`src/rtl/data_mem_arbiter.sv`:
```
// data_mem_arbiter: shares one single-port data RAM between two requesters.
//   Requester m0 (CPU data port) and m1 (loader/debug/DMA) use a req/gnt handshake.
//   Ties are broken round-robin; the RAM is held for RAM_LATENCY cycles per access.
//   Each access returns one rvalid pulse, to its owner only.
// Ports:
//   i_clk, i_rst                      clock (rising edge), async active-high reset
//   i_mX_req/we/addr/wdata            request, write enable, address, write data (X = 0, 1)
//   o_mX_gnt                          combinational accept strobe
//   o_mX_rvalid, o_mX_rdata           completion pulse and read data (shared data register)
//   o_ram_addr/wdata/we, i_ram_rdata  RAM interface
//   o_busy                            high while an access is in progress
module data_mem_arbiter #(
  parameter int unsigned ADDR_W      = 32,
  parameter int unsigned DATA_W      = 32,
  parameter int unsigned RAM_LATENCY = 1
) (
  input  logic              i_clk,
  input  logic              i_rst,
  input  logic              i_m0_req,
  input  logic              i_m0_we,
  input  logic [ADDR_W-1:0] i_m0_addr,
  input  logic [DATA_W-1:0] i_m0_wdata,
  output logic              o_m0_gnt,
  output logic              o_m0_rvalid,
  output logic [DATA_W-1:0] o_m0_rdata,
  input  logic              i_m1_req,
  input  logic              i_m1_we,
  input  logic [ADDR_W-1:0] i_m1_addr,
  input  logic [DATA_W-1:0] i_m1_wdata,
  output logic              o_m1_gnt,
  output logic              o_m1_rvalid,
  output logic [DATA_W-1:0] o_m1_rdata,
  output logic [ADDR_W-1:0] o_ram_addr,
  output logic [DATA_W-1:0] o_ram_wdata,
  output logic              o_ram_we,
  input  logic [DATA_W-1:0] i_ram_rdata,
  output logic              o_busy
);

  localparam int unsigned CNT_W = $clog2(RAM_LATENCY + 1);
  localparam logic [CNT_W-1:0] CNT_ONE  = CNT_W'(1);
  localparam logic [CNT_W-1:0] CNT_LAST = CNT_W'(RAM_LATENCY);

  typedef enum logic {StIdle, StAccess} state_e;

  state_e              r_state;
  state_e              w_state_next;
  logic [CNT_W-1:0]    r_cnt;
  logic                r_owner;       // 0 = m0, 1 = m1
  logic                r_last_grant;
  logic                r_we;
  logic [ADDR_W-1:0]   r_addr;
  logic [DATA_W-1:0]   r_wdata;
  logic [DATA_W-1:0]   r_rdata;
  logic                r_m0_rvalid;
  logic                r_m1_rvalid;

  logic                w_idle;
  logic                w_sel;
  logic                w_any_gnt;
  logic                w_cnt_done;

  // Requester selection: a lone request wins; on a tie the one not granted last time wins.
  always_comb begin
    w_sel = 1'b0;
    if (i_m0_req && i_m1_req) begin
      w_sel = ~r_last_grant;
    end else if (i_m1_req) begin
      w_sel = 1'b1;
    end
  end

  assign w_idle     = (r_state == StIdle);
  assign o_m0_gnt   = i_m0_req & ~w_sel & w_idle & ~i_rst;
  assign o_m1_gnt   = i_m1_req &  w_sel & w_idle & ~i_rst;
  assign w_any_gnt  = o_m0_gnt | o_m1_gnt;
  assign w_cnt_done = (r_cnt == CNT_LAST);

  // FSM state register
  always_ff @(posedge i_clk or posedge i_rst) begin
    if (i_rst) begin
      r_state <= StIdle;
    end else begin
      r_state <= w_state_next;
    end
  end

  // FSM next state
  always_comb begin
    w_state_next = r_state;
    unique case (r_state)
      StIdle:   if (w_any_gnt)  w_state_next = StAccess;
      StAccess: if (w_cnt_done) w_state_next = StIdle;
      default:  w_state_next = StIdle;
    endcase
  end

  // Request latch, latency counter and completion
  always_ff @(posedge i_clk or posedge i_rst) begin
    if (i_rst) begin
      r_cnt        <= '0;
      r_owner      <= 1'b0;
      r_last_grant <= 1'b1;
      r_we         <= 1'b0;
      r_addr       <= '0;
      r_wdata      <= '0;
      r_rdata      <= '0;
      r_m0_rvalid  <= 1'b0;
      r_m1_rvalid  <= 1'b0;
    end else begin
      r_m0_rvalid <= 1'b0;
      r_m1_rvalid <= 1'b0;
      if (w_any_gnt) begin
        r_owner      <= w_sel;
        r_last_grant <= w_sel;
        r_we         <= w_sel ? i_m1_we    : i_m0_we;
        r_addr       <= w_sel ? i_m1_addr  : i_m0_addr;
        r_wdata      <= w_sel ? i_m1_wdata : i_m0_wdata;
        r_cnt        <= CNT_ONE;
      end else if (r_state == StAccess) begin
        if (w_cnt_done) begin
          if (!r_we) begin
            r_rdata <= i_ram_rdata;
          end
          r_m0_rvalid <= ~r_owner;
          r_m1_rvalid <= r_owner;
        end else begin
          r_cnt <= r_cnt + CNT_ONE;
        end
      end
    end
  end

  // Write strobe only in the first access cycle so each write hits the RAM once.
  assign o_ram_we    = (r_state == StAccess) && r_we && (r_cnt == CNT_ONE);
  assign o_ram_addr  = r_addr;
  assign o_ram_wdata = r_wdata;
  assign o_busy      = ~w_idle;
  assign o_m0_rvalid = r_m0_rvalid;
  assign o_m1_rvalid = r_m1_rvalid;
  assign o_m0_rdata  = r_rdata;
  assign o_m1_rdata  = r_rdata;

endmodule

```
`config.mk`:
```
export PLATFORM = sky130hd
export DESIGN_NAME = data_mem_arbiter
export DESIGN_NICKNAME = d
export VERILOG_FILES = /design/src/rtl/data_mem_arbiter.sv
export SDC_FILE = /design/constraint.sdc
export NUM_CORES = 1
export LEC_CHECK = 0
export BUFFER_PORTS_ARGS = -buffer_cell sky130_fd_sc_hd__buf_2
export CORE_AREA = 2 2 115 117
export DETAILED_ROUTE_END_ITERATION = 12
export DIE_AREA = 0 0 117 119
export PLACE_DENSITY = 0.74
export SLEW_MARGIN = 20
export SYNTH_ARGS = -nofsm -noshare
export SYNTH_HDL_FRONTEND = slang
export SYNTH_SLANG_ARGS = --single-unit
```
`constraint.sdc`:
```
create_clock -name i_clk -period 8.6 [get_ports i_clk]
set_input_delay 0 -clock i_clk [delete_from_list [all_inputs] [get_ports i_clk]]
set_output_delay 0 -clock i_clk [all_outputs]
set_load 0.01 [all_outputs]
```
==> key figures, run 1 <==
Worst setup path
  • CP delay by family, top: compound AO/OA/AOI/OAI gates
  • Slowest CP cell: a21bo_4
  • Worst-path fanout max: 67
  • Worst setup EP type: flop
  • RR Endpoint: o_ram_wdata[13]
  • Sum of buffers and inverters on the critical path: 1
  • Critical path class: flop to flop
  • Critical path depth in cells: 4
  • Reg-to-Reg Start: r_last_grant
  • CP Data Arrival Time: 2.89 ns
  • Crit start category: flop
  • Crit-path cells: a21bo_4 > mux2_1 > dlygate4sd3_1 > mux2_2
  • Crit-path max cell delay: 0.76 ns
  • WP data required: 8.83 ns
  • Reg2Reg Depth: 4
  • R2R setup slack: 5.94 ns
  • Crit path from: r_last_grant
  • Setup crit end: o_ram_wdata[13]

Placement
  • I/O Buffers: 299
  • Gpl congestion: 0.706
  • Cell Area, Placed: 6260 sq um
  • Hpwl dp: 8660 microns

Synthesis
  • Distinct cells, synth: 18
  • Seq/Total Area, Yosys: 0.528
  • Largest area contributor in the synthesized netlist: dfrtp_1
  • Mean Syn Cell Area: 14.6 sq um
  • Post-synth ARST share: 1.00
  • Synth warn: 0
  • Ys flop type: dfrtp_1
  • Yosys top cell area share: 0.523
  • Yosys reg bits: 103
  • Synth area leaders: dfrtp_1 (52%), mux2_2 (30%), mux2_1 (6.9%)
  • Synth cell count leaders: mux2_2 (132), dfrtp_1 (102), buf_4 (33), mux2_1 (30), buf_2 (9)
  • Post-Syn Area: 4880 sq um
  • Post-Syn Instances: 334
  • Synthesized Nets: 500
  • Most numerous cell in the Yosys netlist: mux2_2
  • Post-synth EDFFs: 0

Timing
  • Total negative slack: 0 ns
  • Slew Limit Headroom: 0.340
  • Final hold vios: 0
  • Slew @ Worst Pin: 0.991 ns
  • Slew Limit Fails: 0
  • Minimum clock period: 2.66 ns
  • RSZ-0062 raised after global routing: no
  • Tcrit/Tclk final: 0.310
  • Clock Skew: 0.00503 ns
  • FMAX: 375 MHz
  • # setup viols final: 0

Clocking
  • CTS tree: built
  • CTS root buffer: clkbuf_16
  • Cts bufs inserted: 9
  • Reg clk slew, reported paths: 0.07 ns
  • Worst skew pair latency: 0.34 ns
  • H-tree Lvls: 3
  • CTS Buffer Depth: 2
  • TritonCTS Sinks: 103

Detailed routing
  • Via-per-instance ratio: 4.62
  • Vias: 3845
  • 1st-iter DRT viols: 81
  • WL per Instance: 14.6 microns
  • # DRC: 0
  • DRT Wirelength: 12200 microns
  • Remaining antenna violation count: 0
  • 1st-pass router iterations: 4

Global route
  • Vias in the first global route: 3996
  • Largest net degree at the start of global routing: 68
  • Antenna violations before repair: 0
  • Total Routing Usage GR: 0.171
  • Gr ovfl total: 0
  • First-pass GRT wire length: 18500 microns

Cells and area
  • Fillers: 1080
  • Cell area after layout: 7110 sq um
  • Layout cell share with drive strength beyond 1: 0.694
  • Antenna diode count: 0
  • P&R area growth vs syn: 45.6%
  • # nets final: 817

Run
  • Max Cap Viol: 0

Power
  • Peak supply drop: 178 uV
  • Pleak: 3.51 nW
  • Power density over the cells: 235 nW/um^2

Die
  • Die ar.: 13900 sq um
  • IO Pins: 300
  • Rows: 42
  • Horiz. Die Dim: 117 microns
  • Die Height: 119 microns
  • Starting density of the core: 0.379
  • Core area: 12900 sq um

Outcome
  • Status: complete, no violations

Min path
  • Hold WC Path Type: primary input to flop
==> final cells by class <==
type	count	area (sq um)	share of cell area
sequential	103	2580	0.363
inverter	2	10.0	0.00141
clock inverter	6	58.8	0.00828
clock buffer	10	239	0.0336
tap	176	220	0.0310
timing repair buffer	356	2060	0.290
multi-input combinational	179	1940	0.273
==> repair_timing <==
item,4_1_cts,5_1_grt
resized for setup,0,0
setup buffers,0,0
setup endpoints to repair,0,0
hold endpoints to repair,85,0
hold buffers,55,0
==> metal layers <==
layer  global-route usage  vias to the layer above  wire length (microns)
met1                0.179                     1873                   4480
met4               0.0728                        0                    315
li1                     -                     1779                      -
met5                    0                        -                      0
met3               0.0422                       27                    818
met2                0.319                      166                   6560
==> how the worst min path moves through the flow <==
stage / startpoint / end / slack (ns) / cells after the start
after global placement: i_rst / r_owner / 0.08 / 2
final: i_m0_addr[28] / o_ram_addr[28] / 0.01 / 3
after CTS: i_m0_addr[28] / o_ram_addr[28] / 0.00002 / 3
after detailed placement: i_rst / r_owner / 0.09 / 2
after floorplan: i_rst / o_m1_gnt / 0.06 / 1
after global routing: i_m0_wdata[0] / o_ram_wdata[0] / 0.008 / 3
==> power by group <==
part	switching (mW)	internal, mW	leakage [nW]
registers	0.0777	0.617	1.20
clock network	0.174	0.233	0.152
logic	0.265	0.305	2.15
total	0.516	1.16	3.51
==> worst reg2reg max path, cell delays in order, from the launching register on <==
cell	delay (ns)
dfstp_2	0.54
a21bo_4	0.76
mux2_1	0.45
dlygate4sd3_1	0.55
mux2_2	0.26
==> stage by stage <==
stage | total power, mW | cells | setup slack (ns) | util | hold WS, ns
global route | 1.77 | 832 | 5.80 | 0.552 | 0.00783
global placement | 1.23 | 761 | 6.52 | 0.486 | 0.0838
CTS | 1.69 | 832 | 5.91 | 0.552 | 0.0000158
floorplan | 1.07 | 334 | 5.90 | - | 0.0622
finish | 1.67 | 832 | 5.94 | 0.552 | 0.0122
detailed placement | 1.26 | 761 | 6.43 | 0.486 | 0.0907
==> cell usage in the layout, fill, tap and decap left out <==
cell type,count
dfrtp_1,102
o21ai_4,1
or2_2,1
buf_4,2
inv_6,1
nor2_1,3
inv_1,1
nand2_1,3
a21bo_2,1
nor3_1,1
clkinv_2,4
clkbuf_16,9
mux2_1,30
bufinv_16,1
dlygate4sd3_1,55
a21bo_4,1
o21ai_0,2
and3_1,3
mux2_2,132
a21o_1,1
inv_4,1
buf_2,299
dfstp_2,1
clkbuf_8,1
==> cell families (layout without fill, tap and decap cells) <==
| logic type | count (synthesis) | count (layout) | share of synthesized area |
|---|---|---|---|
| buf+inv | 52 | 374 | 0.0784 |
| mux | 162 | 162 | 0.374 |
| simple gates | 11 | 11 | 0.0108 |
| flops | 103 | 103 | 0.528 |
| compound gates | 6 | 6 | 0.00872 |
(Power assumes the default switching activity.)
==> inputs of run 2 (changes only) <==
Settings changed: CORE_AREA 2 2 115 117 to 2 2 117 119, DIE_AREA 0 0 117 119 to 0 0 119 121, PLACE_DENSITY 0.74 to 0.72.
Clock period 8.6 ns to 2.6 ns, I/O delays scaled along.
==> run 2 against run 1 <==
- register-to-register slack worse by 5.7 ns
- global-route usage up 0.22 points
- combinational power rose to 3.4 times the previous value
- worst hold slack about the same
- first-iteration DRC count down 14%
- non-clock buffer count up 6
- design area up 1.6%
- cell count up 0.60%
- largest power group unchanged
==> key figures, run 2 (same netlist as run 1, synthesis figures left out) <==
Timing
  • # setup viols final: 0 (unchanged)
  • FMAX: 421 MHz (+12%)
  • Hold_ws: 0.0122 ns (-0.0000589 ns)
  • Slew Limit Fails: 0 (unchanged)
  • Final hold vios: 0 (unchanged)
  • Slew Limit Headroom: 0.475 (+0.135)
  • Slew @ Worst Pin: 0.784 ns (-0.206 ns)
  • Clock Skew: 0.00468 ns (-0.000355 ns)
  • Tcrit/Tclk final: 0.913 (+0.604)
  • Minimum clock period: 2.38 ns (-0.289 ns)
  • Total negative slack: 0 ns (unchanged)
  • RSZ-0062 raised after global routing: no

Global route
  • Vias in the first global route: 3973 (-0.58%)
  • Antenna violations before repair: 0 (unchanged)
  • Total Routing Usage GR: 0.174 (+0.00224)
  • First-pass GRT wire length: 19500 microns (+5.6%)
  • Largest net degree at the start of global routing: 54 (-21%)
  • Gr ovfl total: 0 (unchanged)

Die
  • IO Pins: 300 (unchanged)
  • Die ar.: 14400 sq um (+3.4%)
  • Horiz. Die Dim: 119 microns (+1.7%)
  • Rows: 42 (unchanged)
  • Starting density of the core: 0.373 (-0.00609)
  • Die Height: 121 microns (+1.7%)
  • Core area: 13100 sq um (+1.6%)

Worst setup path
  • CP Data Arrival Time: 2.60 ns (-0.29 ns)
  • Reg-to-Reg Start: r_last_grant
  • Critical path class: flop to flop
  • Worst setup EP type: flop
  • Crit path from: r_last_grant
  • WP data required: 2.83 ns (-6.00 ns)
  • Worst-path fanout max: 41 (-39%)
  • Crit start category: flop

Cells and area
  • Reg area: 2580 sq um (unchanged)
  • P&R area growth vs syn: 47.9%
  • Commonest non-fill, non-tap cell in the layout: buf_2
  • Footprint of the multi-input gates: 1940 sq um (unchanged)
  • Cell area after layout: 7220 sq um (+1.6%)
  • Most frequent cells in the layout: buf_2 (299), mux2_2 (132), dfrtp_1 (102)
  • Fillers: 1073 (-0.65%)
  • Antenna diode count: 0 (unchanged)
  • Layout cell share with drive strength beyond 1: 0.690 (-0.00373)
  • # nets final: 823 (+0.73%)

Min path
  • Hold WC Path Type: primary input to flop
  • Min-delay src: i_m1_wdata[3]

Placement
  • Cell Area, Placed: 6290 sq um (+0.58%)
  • Hpwl dp: 9150 microns (+5.7%)
  • I/O Buffers: 299 (unchanged)
  • Gpl congestion: 0.724 (+2.6%)

Clocking
  • CTS tree: built
  • Cts bufs inserted: 9 (unchanged)
  • Reg clk slew, reported paths: 0.07 ns (about the same)
  • CTS Hold Bufs: 58 (+5.5%)
  • # Post-CTS Setup Buffers: 0 (unchanged)
  • CTS root buffer: clkbuf_16
  • Post-CTS sizing: 0 (unchanged)
  • TritonCTS Sinks: 103 (unchanged)
  • Worst skew pair latency: 0.34 ns (about the same)
  • CTS Buffer Depth: 2 (unchanged)
  • H-tree Lvls: 3 (unchanged)

Power
  • Peak supply drop: 359 uV (+100%)
  • Pleak: 3.55 nW (+1.2%)
  • Power density over the cells: 799 nW/um^2 (+240%)

Detailed routing
  • 1st-pass router iterations: 4 (unchanged)
  • DRT Wirelength: 12600 microns (+3.5%)
  • Vias: 3799 (-1.2%)
  • WL per Instance: 15.0 microns (+2.9%)
  • 1st-iter DRT viols: 70 (-14%)
  • Via-per-instance ratio: 4.54 (-1.8%)
  • # DRC: 0 (unchanged)
  • Remaining antenna violation count: 0 (unchanged)

Run
  • Max Cap Viol: 0 (unchanged)

Outcome
  • Status: complete, no violations
run 2: routing by layer:
layer / vias to the layer above / track usage / wire (microns)
met2: 169 / 0.324 / 6740
li1: 1776 / - / -
met3: 21 / 0.0385 / 736
met5: - / 0 / 0
met4: 0 / 0.0751 / 293
met1: 1833 / 0.188 / 4820
run 2: metrics by stage:
step	total power, mW	util	worst slack (ns)	std cells
CTS	5.81	0.552	0.251	837
global route	6.06	0.552	0.131	837
finish	5.77	0.552	0.225	837
floorplan	3.54	-	0.989	334
detailed placement	4.16	0.481	0.553	764
global placement	4.10	0.481	0.623	764
run 2: path summary, 6_finish.rpt:
kind / end / depth (start not counted) / slack, ns
setup / recovery: o_ram_wdata[18] / 5 / 0.22
setup reg to reg: o_ram_wdata[18] / 5 / 0.22
min in group asynchronous: o_busy / 4 / 0.45
max in group asynchronous: o_m0_rdata[25] / 4 / 1.68
hold reg to reg: o_m0_rvalid / 1 / 0.46
hold / removal: o_ram_wdata[3] / 3 / 0.01
run 2: power breakdown:
group          switching (mW)  internal [mW]
logic                   0.885           1.02
registers               0.261           2.04
clock network           0.573          0.989
total                    1.72           4.05
run 2: cell type report:
class                      instances  share of cell area
clock buffer                      12              0.0355
clock inverter                     3              0.0125
inverter                           2             0.00156
multi-input combinational        179               0.268
sequential                       103               0.357
tap                              176              0.0305
timing repair buffer             362               0.295
run 2: worst max-delay path, stage by stage (launching register included):
cell and delay (ns):
dfstp_2 0.54, a21bo_4 0.25, buf_12 0.26, mux2_1 0.35
dlygate4sd3_1 0.57, mux2_2 0.26
